--- src/rtl/actuator_scheduler.sv ---
// Shares one extinguisher valve/pump driver among four requesters. Each grant runs ARM -> FIRE -> COOL,
// with a minimum on-time, a cool-down gap and a watchdog. Build option ROUND_ROBIN_EN selects rotating priority.
module actuator_scheduler #(
   parameter int ON_TICKS   = 4,
   parameter int COOL_TICKS = 2,
   parameter int MAX_TICKS  = 16
) (
   input  logic       clk,
   input  logic       reset,
   input  logic       tick,
   input  logic [3:0] req,
   input  logic       clr_fault,
   output logic [3:0] grant,
   output logic       valve_on,
   output logic [1:0] active_id,
   output logic       busy,
   output logic       fault
);

   localparam int CW = $clog2(MAX_TICKS + 1);
   localparam logic [CW-1:0] ON_C   = CW'(ON_TICKS);
   localparam logic [CW-1:0] COOL_C = CW'(COOL_TICKS);
   localparam logic [CW-1:0] MAX_C  = CW'(MAX_TICKS);

   typedef enum logic [1:0] {IDLE, ARM, FIRE, COOL} state_t;

   state_t        state, state_nxt;
   logic [CW-1:0] cnt, cnt_nxt;
   logic [3:0]    grant_nxt;
   logic [1:0]    id_nxt;
   logic          fault_nxt;
   logic [1:0]    win;
   logic          win_vld;
   logic          preempt;
   logic          release_req;
   logic          timeout;

`ifdef ROUND_ROBIN_EN
   logic [1:0] rr_ptr, rr_ptr_nxt;
   logic [1:0] idx;

   // Descending scan so the requester closest to the pointer is written last.
   always_comb begin
      win     = '0;
      win_vld = 1'b0;
      idx     = '0;
      for (int i = 3; i >= 0; i--) begin
         idx = rr_ptr + 2'(i);
         if (req[idx]) begin
            win     = idx;
            win_vld = 1'b1;
         end
      end
   end

   assign preempt = |(req & ~grant);
`else
   always_comb begin
      win     = '0;
      win_vld = 1'b0;
      for (int i = 3; i >= 0; i--) begin
         if (req[i]) begin
            win     = 2'(i);
            win_vld = 1'b1;
         end
      end
   end

   // Any requester with a lower index than the holder outranks it.
   assign preempt = |(req & ((4'b0001 << active_id) - 4'b0001));
`endif

   assign release_req = ~req[active_id] | preempt;

   always_comb begin
      state_nxt = state;
      cnt_nxt   = cnt;
      grant_nxt = grant;
      id_nxt    = active_id;
      timeout   = 1'b0;
      fault_nxt = clr_fault ? 1'b0 : fault;
`ifdef ROUND_ROBIN_EN
      rr_ptr_nxt = rr_ptr;
`endif
      case (state)
         IDLE: begin
            cnt_nxt = '0;
            if (win_vld) begin
               state_nxt = ARM;
               grant_nxt = 4'b0001 << win;
               id_nxt    = win;
`ifdef ROUND_ROBIN_EN
               rr_ptr_nxt = win + 2'd1;
`endif
            end
         end
         ARM: begin
            // The clear wins over a tick landing on this edge.
            state_nxt = FIRE;
            cnt_nxt   = '0;
         end
         FIRE: begin
            if (cnt == MAX_C) begin
               timeout   = 1'b1;
               state_nxt = COOL;
            end else if (cnt >= ON_C && release_req) begin
               state_nxt = COOL;
            end else if (tick && cnt != MAX_C) begin
               cnt_nxt = cnt + CW'(1);
            end
            if (state_nxt == COOL) begin
               // COOL counts ticks, so a tick on the entry edge is its first.
               cnt_nxt   = tick ? CW'(1) : '0;
               grant_nxt = '0;
               id_nxt    = '0;
            end
         end
         COOL: begin
            if (cnt >= COOL_C) begin
               state_nxt = IDLE;
               cnt_nxt   = '0;
            end else if (tick) begin
               cnt_nxt = cnt + CW'(1);
            end
         end
         default: begin
            state_nxt = IDLE;
            cnt_nxt   = '0;
            grant_nxt = '0;
            id_nxt    = '0;
         end
      endcase
      if (timeout)
         fault_nxt = 1'b1;
   end

   always_ff @(posedge clk) begin
      if (!reset) begin
         state     <= IDLE;
         cnt       <= '0;
         grant     <= '0;
         active_id <= '0;
         valve_on  <= 1'b0;
         busy      <= 1'b0;
         fault     <= 1'b0;
      end else begin
         state     <= state_nxt;
         cnt       <= cnt_nxt;
         grant     <= grant_nxt;
         active_id <= id_nxt;
         valve_on  <= (state_nxt == FIRE);
         busy      <= (state_nxt != IDLE);
         fault     <= fault_nxt;
      end
   end

`ifdef ROUND_ROBIN_EN
   always_ff @(posedge clk) begin
      if (!reset)
         rr_ptr <= '0;
      else
         rr_ptr <= rr_ptr_nxt;
   end
`endif

endmodule
--- config.mk ---
export PLATFORM = sky130hd
export DESIGN_NAME = actuator_scheduler
export DESIGN_NICKNAME = d
export VERILOG_FILES = /design/src/rtl/actuator_scheduler.sv
export SDC_FILE = /design/constraint.sdc
export NUM_CORES = 1
export LEC_CHECK = 0
export CORE_MARGIN = 2
export CORE_UTILIZATION = 45
export CTS_CLUSTER_SIZE = 10
export DETAILED_ROUTE_END_ITERATION = 6
export GPL_TIMING_DRIVEN = 0
export PLACE_DENSITY = 0.69
export RECOVER_POWER = 50
export SYNTH_ARGS = -nofsm -noshare
export SYNTH_HDL_FRONTEND = slang
export SYNTH_SLANG_ARGS = --single-unit
--- constraint.sdc ---
create_clock -name clk -period 2.55 [get_ports clk]
set_input_delay 0.255 -clock clk [delete_from_list [all_inputs] [get_ports clk]]
set_output_delay 0.255 -clock clk [all_outputs]
set_load 0.03 [all_outputs]
==> Yosys cells after proc, flatten, opt, wreduce, memory -nomap -nowiden <==
Index checks and enable logic that the tools add are counted.
{ "word_totals": {"reg_bits": 16, "inputBits": 8, "output_inout_bits": 9, "elab_cells": 74} }
{ "op_classes": {"n_addsub": 2, "n_lt_le_gt_ge": 3, "n_eq_ne": 13, "n_shift": 2, "mux": 34, "bitwise_logic": 3, "reduce_logical": 10} }
{ "ops": {"columns": ["op", "n"], "rows": [
  ["5-bit 2-to-1 mux", 6],
  ["2-bit 2-to-1 mux", 11],
  ["5-bit case mux with 3 select lines", 1],
  ["3-bit != test, second input constant", 4],
  ["1-bit 2-to-1 mux", 10],
  ["2-bit equality test, second input constant", 4],
  ["4-bit 2-to-1 mux", 2],
  ["2-bit case mux with 4 select lines", 1],
  ["4-bit case mux with 2 select lines", 1],
  ["1-bit by 2-bit left shift with 4-bit output, first input constant", 2],
  ["2-bit nonzero test", 3],
  ["5-bit by 1-bit adder with 5-bit output, second input constant", 1],
  ["5-bit equality test, second input constant", 1],
  ["5-bit by 2-bit greater-or-equal comparator with 1-bit output, second input constant", 1],
  ["5-bit by 3-bit greater-or-equal comparator with 1-bit output, second input constant", 1],
  ["5-bit != test, second input constant", 1],
  ["4-bit AND", 1],
  ["2-bit != test, second input constant", 2],
  ["2-bit case mux with 2 select lines", 1],
  ["4-bit AND reduction", 1],
  ["4-bit OR reduction", 1],
  ["4-bit by 1-bit subtractor with 4-bit output, second input constant", 1],
  ["2-bit by 3-bit < comparator with 1-bit output, second input constant", 1],
  ["3-bit AND reduction", 1],
  ["other kinds (7)", 8]
]} }

==> Logic depth before layout (Yosys ltp) <==
Gate-level depths: netlist (run 1).
{ "depth": {"ltp_word": 12, "mapped_depth": 7, "depth_no_buf": 7} }

==> Worst setup path before layout (run 1) <==
No wires, ideal clock.
{ "synth_path": {"path_kind": "flip-flop to flip-flop", "from": "reg active_id[1]", "to": "reg cnt[0]", "setup_ns": 0.103, "arrival_time_ns": 1.767, "t_required_ns": 2.447, "setup_slack_ns": 0.679, "path_stages_with_launch": 6, "n_path_buf": 0, "period_less_slack_ns": 1.871, "path_cell_list": "dfxtp_1 > or3b_1 > a211o_1 > a31oi_2 > xnor2_1 > a2111oi_2"} }
{ "synth_between": {"elab_chain_cells": 12, "elab_cells_between_ends": 19, "classes_between": "add/sub: 1; eq/ne: 4; shift: 1; mux: 7; bitwise: 3; reduce/logical: 3"} }
{ "synth_rtl": {"columns": ["item", "line", "rtl"], "rows": [
  ["start: declaration", "15", "output logic [1:0] active_id,"],
  ["start signal: assignment", "150", "active_id <= id_nxt;"],
  ["1-bit by 2-bit left shift with 4-bit output", "70", "assign preempt = |(req & ((4'b0001 << active_id) - 4'b0001));"],
  ["4-bit by 1-bit subtractor with 4-bit output", "70", null],
  ["4-bit AND", "70", null],
  ["4-bit OR reduction", "70", null],
  ["1-bit OR (*)", "73", "assign release_req = ~req[active_id] | preempt;"],
  ["1-bit logical AND (*)", "106", "end else if (cnt >= ON_C && release_req) begin"],
  ["2-bit 2-to-1 mux", "106", null],
  ["2-bit 2-to-1 mux", "103", "if (cnt == MAX_C) begin"],
  ["2-bit 2-to-1 mux", "85", "case (state)"],
  ["2-bit equality test", "111", "if (state_nxt == COOL) begin"],
  ["3-bit != test (no source line) or 5-bit 2-to-1 mux (tied branches)", null, null],
  ["4-bit AND reduction (no source line) or 5-bit case mux with 3 select lines (tied branches)", null, null],
  ["end signal: assignment", "148", "cnt <= cnt_nxt;"],
  ["end: declaration", "28", "logic [CW-1:0] cnt, cnt_nxt;"]
]} }
Every way passes the cells marked *; elsewhere a longest branch is shown, timed or not. The select of a mux whose other input is x is not followed.
A chain may end at the register's enable or synchronous reset.

==> Worst setup path in the final report (run 1) <==
{ "layout_path": {"from": "reg cnt[0]", "to": "reg grant[1]"} }
{ "layout_between": {"elab_chain_cells": 8, "elab_cells_between_ends": 9, "classes_between": "order compare: 1; eq/ne: 3; mux: 3; reduce/logical: 2"} }
{ "layout_rtl": {"columns": ["item", "line", "rtl"], "rows": [
  ["5-bit by 3-bit greater-or-equal comparator with 1-bit output", "106", null],
  ["1-bit logical AND", "106", null],
  ["2-bit 2-to-1 mux", "106", null],
  ["2-bit 2-to-1 mux (*)", "103", null],
  ["2-bit 2-to-1 mux (*)", "85", null],
  ["2-bit equality test (*)", "111", null],
  ["2-bit != test (no source line) (*)", null, null],
  ["3-bit AND reduction (no source line) (*)", null, null],
  ["end signal: assignment", "149", "grant <= grant_nxt;"],
  ["end: declaration", "13", "output logic [3:0] grant,"]
]} }
Marks and branches as above.

==> impl_metrics.csv, run 1 <==
group,metric,value,unit
route,drc_errors,0,
cells_and_area,area_growth_syn_to_layout,24.4,%
global_route,overflow,0,
clocking,clk_pin_slew,0.09,ns
timing,maxSlewHeadroom,73.8,%
yosys,synth_top_area_share,38.3,%
cells_and_area,drive_gt1_share,10.7,%
route,antenna_left,0,
timing,fin_crit,2.07,ns
die,die_area,2220,µm²
timing,drv_slew,0,
yosys,synth_fp_nets,104,
clocking,clock_path_buffers,2,
clocking,cts_tree,"yes",
clocking,cts_hold_buffers,0,
clocking,cts_root_buffer,"clkbuf_4",
timing,fmax,0.483,GHz
global_route,first_global_vias,696,
cells_and_area,fill_cells,174,
clocking,cts_inserted_buffers,3,
die,boundaryPins,17,
timing,setup_viol,0,
worst_setup_path,critPathRequiredTime,2.72,ns
worst_setup_path,slowest_delay,0.41,ns
route,drt-pass1-iter-count,4,
worst_setup_path,arrival,2.24,ns
clocking,post_cts_resized,0,
yosys,netlist_area,837,µm²
power,peakVddDrop,0.000292,V
placement,dp_slack,0.262,ns
worst_setup_path,cp_max_fo,6,
cells_and_area,fin_nets,124,
power,p_leak,0.409,nW
timing,rsz0062_at_grt,"false",
yosys,ys_seq_area_share,38.3,%
die,die_h,47.1,µm
yosys,synth_cells,94,
yosys,synthTopCellsByArea,"dfxtp_1 (38%), nor2_1 (5.8%), inv_1 (3.1%), a22o_1 (3.1%), ha_1 (3.0%)",
global_route,grt_usage,18.6,%
timing,fin_ws,0.481,ns
yosys,syn_avg_cell_area,8.90,µm²
worst_setup_path,crit_type,"reg2reg",
status,status,"complete, no violations",
placement,dpl.hpwl,1430,µm
power,p_per_area,503,nW/µm²
die,fp-row-count,15,
clocking,clkSinkCount,16,
clocking,post_cts_buffers,0,
yosys,post-synth-top-count-cell,"dfxtp_1",
hold_path,min_path_type,"in2reg",
worst_setup_path,critPathBufInv,1,
yosys,yosysWarningCount,0,
clocking,clkLatencyLatePin,0.28,ns
yosys,synth_edf_count,0,
yosys,ys_ff_latch,16,
route,totalWireLength,1800,µm
global_route,grt_pass1_wl,2900,µm
yosys,ys_async_sr_fraction,0,%
yosys,yosys.area.top_type,"dfxtp_1",
cells_and_area,antenna_cells,0,
die,die_w,47.1,µm
timing,fin_crit_sh,81.1,%
worst_setup_path,cp_top_family,"compound AO/OA/AOI/OAI gates",
run,cap_violations,0,
global_route,grt_max_degree,11,
route,viasPerCell,5.42,
worst_setup_path,crit_path_end_kind,"register",
placement,io_buffer_count,15,
worst_setup_path,start_kind,"register",
timing,worst_pin_slew,0.388,ns
route,dr.first_iter.drc_count,9,
die,core_area,1750,µm²
worst_setup_path,slowest_stage,"o311a_1",
placement,gp_congestion,0.818,
yosys,synth_cell_types,38,
yosys,synthTopCellsByCount,"dfxtp_1 (16), nor2_1 (13), inv_1 (7)",
route,wl_per_cell,13.1,µm
clocking,cts-htree-levels,1,
yosys,synth-main-ff-cell,"dfxtp_1",
die,start_util,48.0,%
worst_setup_path,crit_chain,"inv_1 > ha_1 > nor3b_2 > o21bai_2 > nand3b_1 > o311a_1 > a2bb2o_1",
global_route,grt_antenna_before_repair,0,
route,dr_total_vias,742,
timing,hold_viol,0,
timing,tns,0,ns
timing,skew,0.00542,ns
worst_setup_path,r2r_setup_slack,0.48,ns
kinds of logic after synthesis:
| kind of cell | Yosys count | share of synthesized area, % |
|---|---|---|
| XOR/XNOR | 2 | 2.09 |
| adder cells (fa/ha/maj) | 2 | 2.99 |
| flip-flops | 16 | 38.3 |
| AND/OR/NAND/NOR | 38 | 26.8 |
| AO/OA/AOI/OAI | 27 | 25.6 |
| buffers and inverters | 9 | 4.34 |
cells in the final DEF, fill, tap and decap left out, types with 2 or more instances in the layout:
cell             instances
o211ai_1                 2
dfxtp_1                 16
nand3_1                  3
a22o_1                   3
nor3_1                   2
a21oi_1                  4
clkbuf_4                 3
inv_1                    7
nor2_1                  13
ha_1                     2
nor2b_1                  3
nand2_1                  2
dlygate4sd3_1            9
buf_2                    2
or2_2                    2
o21ai_0                  5
clkdlybuf4s50_1          6
o31ai_1                  2
nand3b_1                 3
or4_1                    2
per-stage QoR:
stage	hold WS, ns	utilization (%)	cell area (µm²)	std cells	total power [W]
6_report	0.379	59.6	1040	137	0.000523
5_1_grt	0.412	59.6	1040	137	0.000550
4_1_cts	0.379	59.6	1040	137	0.000533
3_5_place_dp	0.455	58.4	1020	134	0.000404
3_3_place_gp	0.445	58.4	1020	134	0.000402
2_1_floorplan	0.372	-	837	94	0.000357
worst min-delay path: cells and delay by family:
kind	cells	cell delay [ns]
AO/OA/AOI/OAI	1	0.13
AND/OR/NAND/NOR	1	0.10
buffers and inverters	1	0.14
flip-flops by register name (all words and copies together), names as in the netlist:
name and count:
active_id 2, busy 1, cnt 5, fault 1
grant 4, state 2, valve_on 1
final timing paths:
check,start,endpoint,cells after the start
max,cnt[0],grant[1],7
min,tick,cnt[4],3
max reg2reg,cnt[0],grant[1],7
min reg2reg,grant[1],grant[1],1
layout make-up:
cell class | instances | area, µm² | area share (%)
Buffer | 2 | 10.0 | 0.962
Inverter | 7 | 26.3 | 2.52
Sequential cell | 16 | 320 | 30.8
Timing Repair Buffer | 15 | 150 | 14.4
Multi-Input combinational cell | 69 | 480 | 46.2
Clock buffer | 3 | 22.5 | 2.16
Tap cell | 25 | 31.3 | 3.00
metal layers:
layer | vias to the layer above | GRT usage (%) | routed length, µm
li1 | 384 | - | -
met4 | 0 | 8.33 | 13
met1 | 343 | 25.2 | 880
met5 | - | 0 | 0
met2 | 13 | 28.8 | 840
met3 | 2 | 3.46 | 63
power by group:
group / total (W) / internal (W) / switching, W
logic: 0.000118 / 0.0000494 / 0.0000683
clock network: 0.000129 / 0.0000547 / 0.0000745
registers: 0.000276 / 0.000265 / 0.0000117
total: 0.000523 / 0.000369 / 0.000154
Note: power is estimated with default switching activity, not from simulation.
==> run 2: changes to the inputs <==
==> constraint.sdc (replaced) <==
create_clock -name clk -period 2.1 [get_ports clk]
set_input_delay 0.21 -clock clk [delete_from_list [all_inputs] [get_ports clk]]
set_output_delay 0.21 -clock clk [all_outputs]
set_load 0.03 [all_outputs]
==> impl_metrics.csv, run 2 (synthesized netlist as in run 1, its figures left out) <==
group,metric,value,unit
die,boundaryPins,17,
timing,hold_slack,0.333,ns
route,dr_wl_met2,872,µm
cells_and_area,reg_top3,"cnt x5, grant x4",
power,p_sw_share,29.7,%
route,antenna_left,0,
power,intPower,0.000452,W
die,core_area,1750,µm²
clocking,cts_hold_buffers,0,
route,drt-met1-wl,898,µm
worst_setup_path,crit_path_end_kind,"register",
global_route,first_global_vias,696,
route,viasPerCell,5.41,
cells_and_area,drive_gt1_share,11.5,%
timing,rsz0062_at_grt,"false",
power,clkPwrFrac,24.5,%
cells_and_area,antenna_cells,0,
die,die_w,47.1,µm
run,cap_violations,0,
route,drt-pass1-iter-count,4,
worst_setup_path,start_kind,"register",
worst_setup_path,critPathBufInv,0,
placement,io_buffer_count,15,
route,top_layer,"met4",
worst_setup_path,cp_max_fo,7,
timing,fin_crit_sh,94.8,%
die,start_util,48.0,%
route,wl_met3,52,µm
cells_and_area,final_cell_mix,"dfxtp_1 (16), nor2_1 (13), dlygate4sd3_1 (8)",
clocking,clkLatencyLatePin,0.28,ns
clocking,clock_path_buffers,2,
global_route,overflow,0,
worst_setup_path,crit_type,"reg2reg",
route,wl_per_cell,13.3,µm
route,drc_errors,0,
hold_path,min_path_type,"in2reg",
route,totalWireLength,1840,µm
cells_and_area,fill_cells,172,
placement,gp_congestion,0.818,
cells_and_area,layout_commonest_cell,"dfxtp_1",
timing,fin_ws,0.109,ns
timing,maxSlewHeadroom,70.9,%
power,power_frac_comb,23.2,%
power,peakVddDrop,0.000376,V
timing,fmax,0.502,GHz
worst_setup_path,critPathRequiredTime,2.28,ns
worst_setup_path,arrival,2.17,ns
cells_and_area,area_growth_syn_to_layout,26.9,%
worst_setup_path,r2r_cells,5,
global_route,grt_usage,18.7,%
route,dr_total_vias,746,
clocking,cts_inserted_buffers,3,
clocking,cts_root_buffer,"clkbuf_4",
timing,hold_viol,0,
clocking,clk_pin_slew,0.09,ns
worst_setup_path,crit_chain,"nor3_1 > or4_1 > o211ai_1 > nor2_1 > o2bb2a_1",
status,status,"complete, no violations",
die,die_h,47.1,µm
clocking,cts-htree-levels,1,
power,p_switching,0.000191,W
cells_and_area,largest_register_ffs,5,
hold_path,whs_path_depth,3,
die,die_area,2220,µm²
worst_setup_path,slowest_delay,0.54,ns
clocking,cts_tree,"yes",
timing,worst_pin_slew,0.433,ns
global_route,grt_antenna_before_repair,0,
die,fp-row-count,15,
route,dr.first_iter.drc_count,15,
power,totalPowerFinal,0.000643,W
timing,setup_viol,0,
placement,dpl.hpwl,1430,µm
timing,drv_slew,0,
worst_setup_path,critical_path_depth,5,
global_route,grt_pass1_wl,2900,µm
timing,skew,0.00648,ns
worst_setup_path,cp_top_family,"simple AND/OR/NAND/NOR gates",
placement,dp_slack,-0.143,ns
global_route,grt_max_degree,11,
cells_and_area,top_register,"cnt",
power,p_leak,0.416,nW
cells_and_area,fin_nets,125,
power,pwr-share-seq,52.2,%
timing,fin_crit,1.99,ns
clocking,clkSinkCount,16,
worst_setup_path,slowest_stage,"or4_1",
power,p_per_area,605,nW/µm²
-- run 2: changes by cell type in the layout (fill, tap and decap cells not counted), sizes merged --
| cell | delta |
|---|---|
| clkbuf | +1 |
| clkdlybuf4s50 | +1 |
| dlygate4sd3 | -1 |
-- run 2: path summary, 6_finish.rpt --
check	start	end	slack, ns
max	cnt[2]	cnt[4]	0.11
min reg2reg	grant[1]	grant[1]	0.46
min	tick	cnt[4]	0.33
max reg2reg	cnt[2]	cnt[4]	0.11
-- run 2: area by class of cell --
type	count	area, µm²	area share, %
Buffer	2	10.0	0.942
Clock buffer	3	22.5	2.12
Inverter	7	26.3	2.47
Multi-Input combinational cell	69	498	46.9
Sequential cell	16	320	30.2
Tap cell	25	31.3	2.94
Timing Repair Buffer	16	154	14.5
-- run 2: repair_timing --
item / in CTS / in global routing
resized for setup: 1 / 1
buffers inserted: 0 / 1
setup endpoints to repair: 1 / 4
-- run 2: stage by stage --
step                      setup TNS [ns]  instance area [µm²]  util, %  instances
after floorplan                        0                  837        -         94
after global placement            -0.122                 1020     58.4        134
after detailed placement          -0.343                 1020     58.4        134
after CTS                              0                 1050     60.0        137
after global routing                   0                 1060     60.9        138
final                                  0                 1060     60.9        138
-- run 2: power groups by stage --
stage	sequential [W]	clock, W	combinational [W]
2_1_floorplan	0.000365	0	0.0000690
3_3_place_gp	0.000343	0	0.000145
3_5_place_dp	0.000343	0	0.000147
4_1_cts	0.000336	0.000164	0.000149
5_1_grt	0.000338	0.000173	0.000163
6_report	0.000336	0.000158	0.000149
-- run 2: worst min-delay path: cells and delay by family --
| kind | cells | cell delay, ns |
|---|---|---|
| buf+inv | 1 | 0.14 |
| compound gates | 1 | 0.13 |
| simple gates | 1 | 0.10 |
-- run 2: per-layer routing --
layer | up-vias | global-route usage [%]
met4 | 0 | 8.33
li1 | 383 | -
met1 | 347 | 25.2
met2 | 14 | 29.0
met3 | 2 | 3.46
met5 | - | 0
